File: config.mk
export PLATFORM = sky130hd
export DESIGN_NAME = mem_arbiter
export DESIGN_NICKNAME = d
export VERILOG_FILES = /design/src/rtl/mem_arbiter_pkg.sv /design/src/rtl/mem_arbiter.sv
export SDC_FILE = /design/constraint.sdc
export NUM_CORES = 1
export LEC_CHECK = 0
export ABC_AREA = 1
export BUFFER_PORTS_ARGS = -buffer_cell sky130_fd_sc_hd__buf_2
export CAP_MARGIN = 25
export CORE_MARGIN = 1.5
export CORE_UTILIZATION = 43
export CTS_BUF_LIST = sky130_fd_sc_hd__clkbuf_8
export DETAILED_ROUTE_END_ITERATION = 16
export GPL_TIMING_DRIVEN = 0
export PLACE_DENSITY = 0.74
export REMOVE_ABC_BUFFERS = 1
export SYNTH_ARGS = -nofsm -noshare
export SYNTH_HDL_FRONTEND = slang
export SYNTH_SLANG_ARGS = --single-unit
File: constraint.sdc
create_clock -name clk -period 5.45 [get_ports clk]
set_input_delay 0.8175 -clock clk [delete_from_list [all_inputs] [get_ports clk]]
set_output_delay 0.8175 -clock clk [all_outputs]
set_load 0.03 [all_outputs]
File: src/rtl/mem_arbiter_pkg.sv
// Shared definitions for the instruction/data memory arbiter: FSM state
// encodings, default abort timeout and fixed field widths.
package mem_arbiter_pkg;

  // Arbiter FSM states. IDLE must stay at zero so reset lands there.
  typedef enum logic [1:0] {
    ST_IDLE    = 2'd0,
    ST_IF_ACC  = 2'd1,
    ST_MEM_ACC = 2'd2
  } arb_state_e;

  // Bus cycles to wait for bus_ack_i before aborting an access.
  localparam int unsigned TIMEOUT_DEFAULT = 32'd16;

  // Byte-enable width of the bus and the data port.
  localparam int unsigned SEL_W = 32'd4;

  // Instruction fetches always read a full word.
  localparam logic [SEL_W-1:0] FETCH_SEL = 4'hF;

endpackage

File: src/rtl/mem_arbiter.sv
// Two-requester memory arbiter: arbitrates an instruction-fetch port and a
// load/store port onto one external bus, data port first. The bus request is
// registered and held for the whole access; each access ends on bus_ack_i or
// on an abort after TIMEOUT bus cycles. Fetches can be flushed in flight.
module mem_arbiter
  import mem_arbiter_pkg::*;
#(
  parameter int unsigned TIMEOUT = TIMEOUT_DEFAULT,
  parameter int unsigned DW      = 32
) (
  input  logic             clk,
  input  logic             rst,
  // instruction fetch port
  input  logic             if_ce_i,
  input  logic [DW-1:0]    if_addr_i,
  input  logic             if_flush_i,
  output logic [DW-1:0]    if_data_o,
  output logic             if_ack_o,
  // data port
  input  logic             mem_ce_i,
  input  logic             mem_we_i,
  input  logic [DW-1:0]    mem_addr_i,
  input  logic [SEL_W-1:0] mem_sel_i,
  input  logic [DW-1:0]    mem_wdata_i,
  output logic [DW-1:0]    mem_rdata_o,
  output logic             mem_ack_o,
  // external bus
  output logic             bus_cyc_o,
  output logic             bus_we_o,
  output logic [DW-1:0]    bus_addr_o,
  output logic [SEL_W-1:0] bus_sel_o,
  output logic [DW-1:0]    bus_wdata_o,
  input  logic [DW-1:0]    bus_rdata_i,
  input  logic             bus_ack_i,
  output logic             bus_err_o,
  // pipeline stall request
  output logic             stallreq_o
);

  localparam int unsigned CW = (TIMEOUT > 32'd2) ? $clog2(TIMEOUT) : 32'd1;
  localparam logic [CW-1:0] CNT_LAST = CW'(TIMEOUT - 32'd1);
  localparam logic [CW-1:0] CNT_ONE  = CW'(32'd1);
  localparam logic [CW-1:0] CNT_ZERO = CW'(32'd0);
  localparam logic [DW-1:0] DATA_ZERO = {DW{1'b0}};

  arb_state_e       state_q, state_d;
  logic [CW-1:0]    cnt_q, cnt_d;
  logic             discard_q, discard_d;
  logic             bus_cyc_q, bus_cyc_d;
  logic             bus_we_q, bus_we_d;
  logic [DW-1:0]    bus_addr_q, bus_addr_d;
  logic [SEL_W-1:0] bus_sel_q, bus_sel_d;
  logic [DW-1:0]    bus_wdata_q, bus_wdata_d;
  logic [DW-1:0]    if_data_q, if_data_d;
  logic             if_ack_q, if_ack_d;
  logic [DW-1:0]    mem_rdata_q, mem_rdata_d;
  logic             mem_ack_q, mem_ack_d;
  logic             bus_err_q, bus_err_d;

  logic             if_req_s;
  logic             mem_req_s;
  logic             timeout_s;
  logic             finish_s;

  // A requester is still holding ce during its own ack cycle; masking with the
  // ack flop keeps that already-served request from starting a second access.
  assign if_req_s  = if_ce_i & ~if_ack_q;
  assign mem_req_s = mem_ce_i & ~mem_ack_q;
  assign timeout_s = (cnt_q == CNT_LAST);
  // An ack on the timeout cycle still counts as a normal completion.
  assign finish_s  = bus_ack_i | timeout_s;

  // Next-state, bus request and completion logic for the arbiter FSM.
  always_comb begin
    state_d     = state_q;
    cnt_d       = cnt_q;
    discard_d   = discard_q;
    bus_cyc_d   = bus_cyc_q;
    bus_we_d    = bus_we_q;
    bus_addr_d  = bus_addr_q;
    bus_sel_d   = bus_sel_q;
    bus_wdata_d = bus_wdata_q;
    if_data_d   = if_data_q;
    mem_rdata_d = mem_rdata_q;
    if_ack_d    = 1'b0;
    mem_ack_d   = 1'b0;
    bus_err_d   = 1'b0;

    case (state_q)
      ST_IDLE: begin
        // bus_ack_i and if_flush_i have no meaning here and are ignored.
        cnt_d     = CNT_ZERO;
        discard_d = 1'b0;
        if (mem_req_s) begin
          state_d     = ST_MEM_ACC;
          bus_cyc_d   = 1'b1;
          bus_we_d    = mem_we_i;
          bus_addr_d  = mem_addr_i;
          bus_sel_d   = mem_sel_i;
          bus_wdata_d = mem_wdata_i;
        end else if (if_req_s) begin
          state_d     = ST_IF_ACC;
          bus_cyc_d   = 1'b1;
          bus_we_d    = 1'b0;
          bus_addr_d  = if_addr_i;
          bus_sel_d   = FETCH_SEL;
          bus_wdata_d = DATA_ZERO;
        end else begin
          state_d = ST_IDLE;
        end
      end

      ST_IF_ACC: begin
        if (finish_s) begin
          state_d   = ST_IDLE;
          bus_cyc_d = 1'b0;
          cnt_d     = CNT_ZERO;
          discard_d = 1'b0;
          bus_err_d = ~bus_ack_i;
          // A flush seen at any point of the access, including this last
          // cycle, drops the result silently.
          if (discard_q | if_flush_i) begin
            if_ack_d = 1'b0;
          end else begin
            if_ack_d  = 1'b1;
            if_data_d = bus_ack_i ? bus_rdata_i : DATA_ZERO;
          end
        end else begin
          cnt_d     = cnt_q + CNT_ONE;
          discard_d = discard_q | if_flush_i;
        end
      end

      ST_MEM_ACC: begin
        if (finish_s) begin
          state_d   = ST_IDLE;
          bus_cyc_d = 1'b0;
          cnt_d     = CNT_ZERO;
          mem_ack_d = 1'b1;
          bus_err_d = ~bus_ack_i;
          // Stores leave the load-data register untouched.
          if (bus_we_q) begin
            mem_rdata_d = mem_rdata_q;
          end else begin
            mem_rdata_d = bus_ack_i ? bus_rdata_i : DATA_ZERO;
          end
        end else begin
          cnt_d = cnt_q + CNT_ONE;
        end
      end

      default: begin
        state_d   = ST_IDLE;
        bus_cyc_d = 1'b0;
        cnt_d     = CNT_ZERO;
        discard_d = 1'b0;
      end
    endcase
  end

  // State and registered outputs; reset abandons any access without an ack.
  always_ff @(posedge clk or posedge rst) begin
    if (rst) begin
      state_q     <= ST_IDLE;
      cnt_q       <= CNT_ZERO;
      discard_q   <= 1'b0;
      bus_cyc_q   <= 1'b0;
      bus_we_q    <= 1'b0;
      bus_addr_q  <= DATA_ZERO;
      bus_sel_q   <= 4'h0;
      bus_wdata_q <= DATA_ZERO;
      if_data_q   <= DATA_ZERO;
      if_ack_q    <= 1'b0;
      mem_rdata_q <= DATA_ZERO;
      mem_ack_q   <= 1'b0;
      bus_err_q   <= 1'b0;
    end else begin
      state_q     <= state_d;
      cnt_q       <= cnt_d;
      discard_q   <= discard_d;
      bus_cyc_q   <= bus_cyc_d;
      bus_we_q    <= bus_we_d;
      bus_addr_q  <= bus_addr_d;
      bus_sel_q   <= bus_sel_d;
      bus_wdata_q <= bus_wdata_d;
      if_data_q   <= if_data_d;
      if_ack_q    <= if_ack_d;
      mem_rdata_q <= mem_rdata_d;
      mem_ack_q   <= mem_ack_d;
      bus_err_q   <= bus_err_d;
    end
  end

  assign bus_cyc_o   = bus_cyc_q;
  assign bus_we_o    = bus_we_q;
  assign bus_addr_o  = bus_addr_q;
  assign bus_sel_o   = bus_sel_q;
  assign bus_wdata_o = bus_wdata_q;
  assign if_data_o   = if_data_q;
  assign if_ack_o    = if_ack_q;
  assign mem_rdata_o = mem_rdata_q;
  assign mem_ack_o   = mem_ack_q;
  assign bus_err_o   = bus_err_q;

  // The stall controller must see a pending request in the same cycle.
  assign stallreq_o = (if_ce_i & ~if_ack_q) | (mem_ce_i & ~mem_ack_q);

endmodule

======== Word-level counts from Yosys, hierarchy flattened ========
Cells that the tools add are included.
cells by class
  add/subtract/negate cells ............... 1
  multipliers ............................. 0
  divide/modulo/power cells ............... 0
  magnitude comparators ................... 0
  eq/ne operators ......................... 5
  shift-type cells ........................ 0
  multiplexer cells ....................... 28
  bitwise gates (word level) .............. 10
  reductions and logical operators ........ 7
operators with widths
  cell                 count
  $mux 32              5
  $mux 4               4
  $mux 1               14
  $reduce_and 3->1     2
  $not 1->1            5
  $add 4x1->4 const B  1
  $eq 4x4->1 const B   1
  $mux 2               2
  $pmux 1 s2           2
  $pmux 2 s2           1
  $reduce_and 2->1     2
  $ne 3x3->1 const B   1
  $or 1x1->1           3
  $and 1x1->1          2
  $eq 2x1->1 const B   1
  $eq 2x2->1 const B   1
  $logic_not 2->1      1
  $ne 2x1->1 const B   1
  $reduce_bool 2->1    1
  $reduce_or 2->1      1
storage, ports and cells
  bits in registers ....................... 144
  latch bits .............................. 0
  memory bits (writable) .................. 0
  ROM bits ................................ 0
  input port bits ......................... 139
  output and inout bits ................... 138
  memories ................................ 0

======== Logic depth before layout (Yosys ltp) ========
  depth in word-level cells ............... 5
  depth in mapped cells ................... 8

======== Least setup slack after synthesis ========
OpenSTA, ideal clock, no wires.
  path type ............................... input to output
  start ................................... in mem_ce_i
  end ..................................... out stallreq_o
  data arrival time ....................... 1,100 ps
  required time ........................... 4,633 ps
  path slack .............................. 3,533 ps
  stages on the path ...................... 2
  cell sequence ........................... nand2_2 nand2_2
on the way
  longest elaborated chain between the ends .. 2
RTL lines
  item                line                RTL
  start: declaration  mem_arbiter.sv:20   input logic mem_ce_i,
  $and 1x1->1         mem_arbiter.sv:206  assign stallreq_o = (if_ce_i & ~if_ack_q) | (mem_ce_i & ~mem_ack_q);
  $or 1x1->1          mem_arbiter.sv:206
  end: declaration    mem_arbiter.sv:37   output logic stallreq_o
No other way between the ends.

======== Final worst setup path ========
Same ends and word-level chain as after synthesis.

==> results.md <==
- The floorplan die height is between 100 and 150 um.
- The worst register-to-register path has a setup slack of 2.84 ns.
- Yosys mapped a number of flops with a built-in enable equal to 0.
- The number of global-route vias before repair is 5727.
- The clock share of power is 0.184.
- The clock root buffer is clkbuf_8.
- The slew at the pin closest to its max-slew limit is roughly 0.83 ns.
- The net load switching power is roughly 2.5 mW.
- In this run, CTS created clock tree buffers numbering 17.
- The average size of a mapped cell is roughly 8 um2.
- The aggregate negative setup slack is 0 ns.
- The number of max-capacitance violations reported is 0.
- The area share of the largest cell type after synthesis is 0.570.
- In this run the worst hold path is classified as input port to async pin.
- The layout filler cell count is ~1400.
- The global-route wire length before repair is 29.6 mm.
- For the worst setup path, the data required time is ~4.6 ns.
- After synthesis the cells add up to approximately 0.0063 mm2.
- The maximum fanout along the worst path is 37.
- The number of endpoints failing setup at the final stage is 0.
- Synthesis inferred 144 register bits.
- The number of remaining DRC errors is 0.
- The final hold violation count came to 0.
- The worst voltage drop across the vdd grid is about 0.27 mV.
- The floorplan core area is 0.0144 mm2.
- The detailed router placed ~5900 vias in this run.
- From synthesis to final layout, the design area changed by 31.2%.
- The cell area after placement is about 0.0078 mm2.
- The H-tree generated during clock tree synthesis spans 4 levels.
- The clock transition at the register clock pins on the worst setup and hold paths after CTS is 0.08 ns.
- The total power divided by cell area is 631 mW/mm2.
- The count of input and output buffers is 276.
- Synthesis produced a netlist whose cell count is 771.
- The number of buffers between clock root and the deepest sink is 2.
- The leading cell type in the layout, fill and taps excluded is nand2_1.
- The leakage power is approximately 5 nW.
- The floorplan step defined a die boundary enclosing about 0.015 mm2.
- Setup repair after global routing left no endpoint under its margin.
- STA classifies the critical path endpoint as a primary output.
- The startpoint-to-endpoint class of the critical path is input port to primary output.
- The die is around 120 um wide.
- Pin placement for this block handled 277 I/O pins.
- The number of gates resized after CTS was 0.
- The count of TritonRoute iterations in the first routing pass is 6.
- In this run, distinct cell masters in the synthesized netlist total 24.
- At the end of routability-driven placement, the weighted congestion stood at slightly above 0.8.
- Registers take 0.00360 mm2.
- Hold repair after CTS inserted 0 buffers.
- The maximum frequency from static timing analysis is ~370 MHz.
- The number of routed nets with antenna violations is 0.
- After routing the design area is slightly above 0.008 mm2.
- Leaving out fill and tap cells, the most frequent cells in the layout are nand2_1 (463), buf_2 (276), dfrtp_1 (144).
- Entering global routing, the biggest net connects 91 pins.
- The share of the Yosys chip area taken by registers is 0.570.
- The half-perimeter wire length after detailed placement is approximately 13 mm.
- The placement row count is 44.
- Summing all multi-input logic gate instances after layout gives approximately 0.0024 mm2.
- Of the total power, the share spent switching nets is 0.474.
- The tree built by TritonCTS fans out to about 140 sinks.
- STA puts the critical path data arrival time at approximately 1.9 ns.
- The kind of launch point of the worst setup path is an input port.
- The total overflow reported by the global router is 0.
- Clock skew on the completed layout was measured at ~0.01 ns.
- The initial antenna violation count came to 3.
- In the synthesized netlist the async set-or-reset flop fraction comes to 1.00.
- The normalized max-slew margin is 0.445.
- The Yosys step of the flow raised 0 warnings.
- In the global route stage, overall resource usage came out at 0.243.
- Summed over all layers, the routed wires come to about 18 mm.
- The number of pins exceeding their max-slew limit in the final report is 0.
- In the synthesized netlist the dominant register cell turns out to be dfrtp_1.
- The flow ran to the end, and the final reports show no timing, DRC or antenna violations.
- Dividing the final minimum period by the clock period gives 0.497.
- The internal power of the cells totals about 2.8 mW.
- The average detailed-routed wire length per instance is about 15 um.
- The share of total power dissipated in combinational logic is 0.476.
- The via density per instance is 4.84.
- The CTS tree is done.
- The clock period could shrink to 2.71 ns.
- The net count of the finished layout is roughly 1200.
- Of the total power, registers draw 0.339.
- By area the synthesized netlist is led by dfrtp_1 (57%), nand2_1 (27%), nand3b_1 (3.8%), nand4_1 (3.2%), buf_2 (2.4%).
- The number of setup buffers added after CTS is 0.
- The count of routing violations after the opening detailed-route iteration is 345.
- The share of cells above drive strength 1 is 0.311.
- The clock insertion delay at the later pin of the skew report is between 0.4 and 0.5 ns.
- The starting utilization of the core area is 0.439.
- The cell accounting for the most synthesized area is dfrtp_1.
[sequential cells by signal, summed over array words and instances, names as in the netlist]
signal       flops
mem_ack_o        1
bus_err_o        1
state_q          2
bus_addr_o      32
bus_cyc_o        1
bus_we_o         1
if_data_o       32
if_ack_o         1
bus_wdata_o     32
bus_sel_o        4
discard_q        1
mem_rdata_o     32
cnt_q            4
[layout make-up]
type	instances	share of cell area
Clock inverter	12	0.0231
Sequential cell	144	0.434
Antenna cell	3	0.000905
Inverter	17	0.00829
Timing Repair Buffer	281	0.181
Tap cell	184	0.0277
Clock buffer	19	0.0315
Multi-Input combinational cell	565	0.293
[worst paths after layout]
path	from	endpoint	depth (start not counted)
min in group clk	if_data_o[23]$_DFFE_PP0P_	if_data_o[23]$_DFFE_PP0P_	2
max in group asynchronous	rst	mem_rdata_o[1]$_DFFE_PP0P_	3
min reg2reg	if_data_o[23]$_DFFE_PP0P_	if_data_o[23]$_DFFE_PP0P_	2
max reg2reg	state_q[1]$_DFFE_PP0P_	if_data_o[8]$_DFFE_PP0P_	8
min	rst	bus_wdata_o[30]$_DFFE_PP0P_	2
max	mem_ce_i	stallreq_o	4
[metal layers]
layer / vias to the layer above / part of all wire / GRT usage
met5: - / 0 / 0
met4: 0 / 0.020 / 0.0940
met3: 25 / 0.084 / 0.0808
met2: 247 / 0.48 / 0.400
met1: 2747 / 0.42 / 0.295
li1: 2904 / - / -
[power groups by stage]
| stage | Sequential [mW] | Combinational (mW) | Clock (mW) |
|---|---|---|---|
| 2_1_floorplan | 2.70 | 0.707 | 0 |
| 3_3_place_gp | 1.77 | 2.43 | 0 |
| 3_5_place_dp | 1.78 | 2.52 | 0 |
| 4_1_cts | 1.77 | 2.52 | 0.988 |
| 5_1_grt | 1.84 | 2.71 | 1.04 |
| 6_report | 1.78 | 2.49 | 0.965 |
[synthesized netlist by cell type (2+ instances only)]
library cell	n
nand2_1	463
nor3_1	2
inv_2	3
nor2_1	8
ha_1	4
buf_4	7
buf_2	30
dfrtp_1	144
o21ai_0	7
inv_1	13
nand4_1	32
nand3b_1	32
clkbuf_1	8
nand2_2	4
nand3_1	4
nand3_2	2
[logic make-up after synthesis]
kind of cell,Yosys count,share of synthesized area
AOI/OAI and AO/OA,9,0.00732
xor gates and xnor gates,2,0.00277
adders and majority gates,4,0.00791
buffers and inverters,62,0.0469
DFF,144,0.570
and+or+nand+nor,550,0.366
[worst max-delay path: stages]
cell and delay [ns]:
buf_2 0.11, nand2_2 0.54, nand2_2 0.15, buf_2 0.24
[stage by stage]
stage / utilization / total power, mW / hold WS [ns] / cells / worst slack [ns]
floorplan: - / 3.41 / 0.433 / 726 / 0.766
global placement: 0.534 / 4.20 / 0.449 / 1186 / -0.972
detailed placement: 0.543 / 4.30 / 0.453 / 1191 / 2.33
CTS: 0.575 / 5.28 / 0.407 / 1222 / 2.70
global route: 0.575 / 5.58 / 0.419 / 1225 / 2.54
finish: 0.575 / 5.23 / 0.410 / 1225 / 2.74
(Power assumes the default switching activity.)
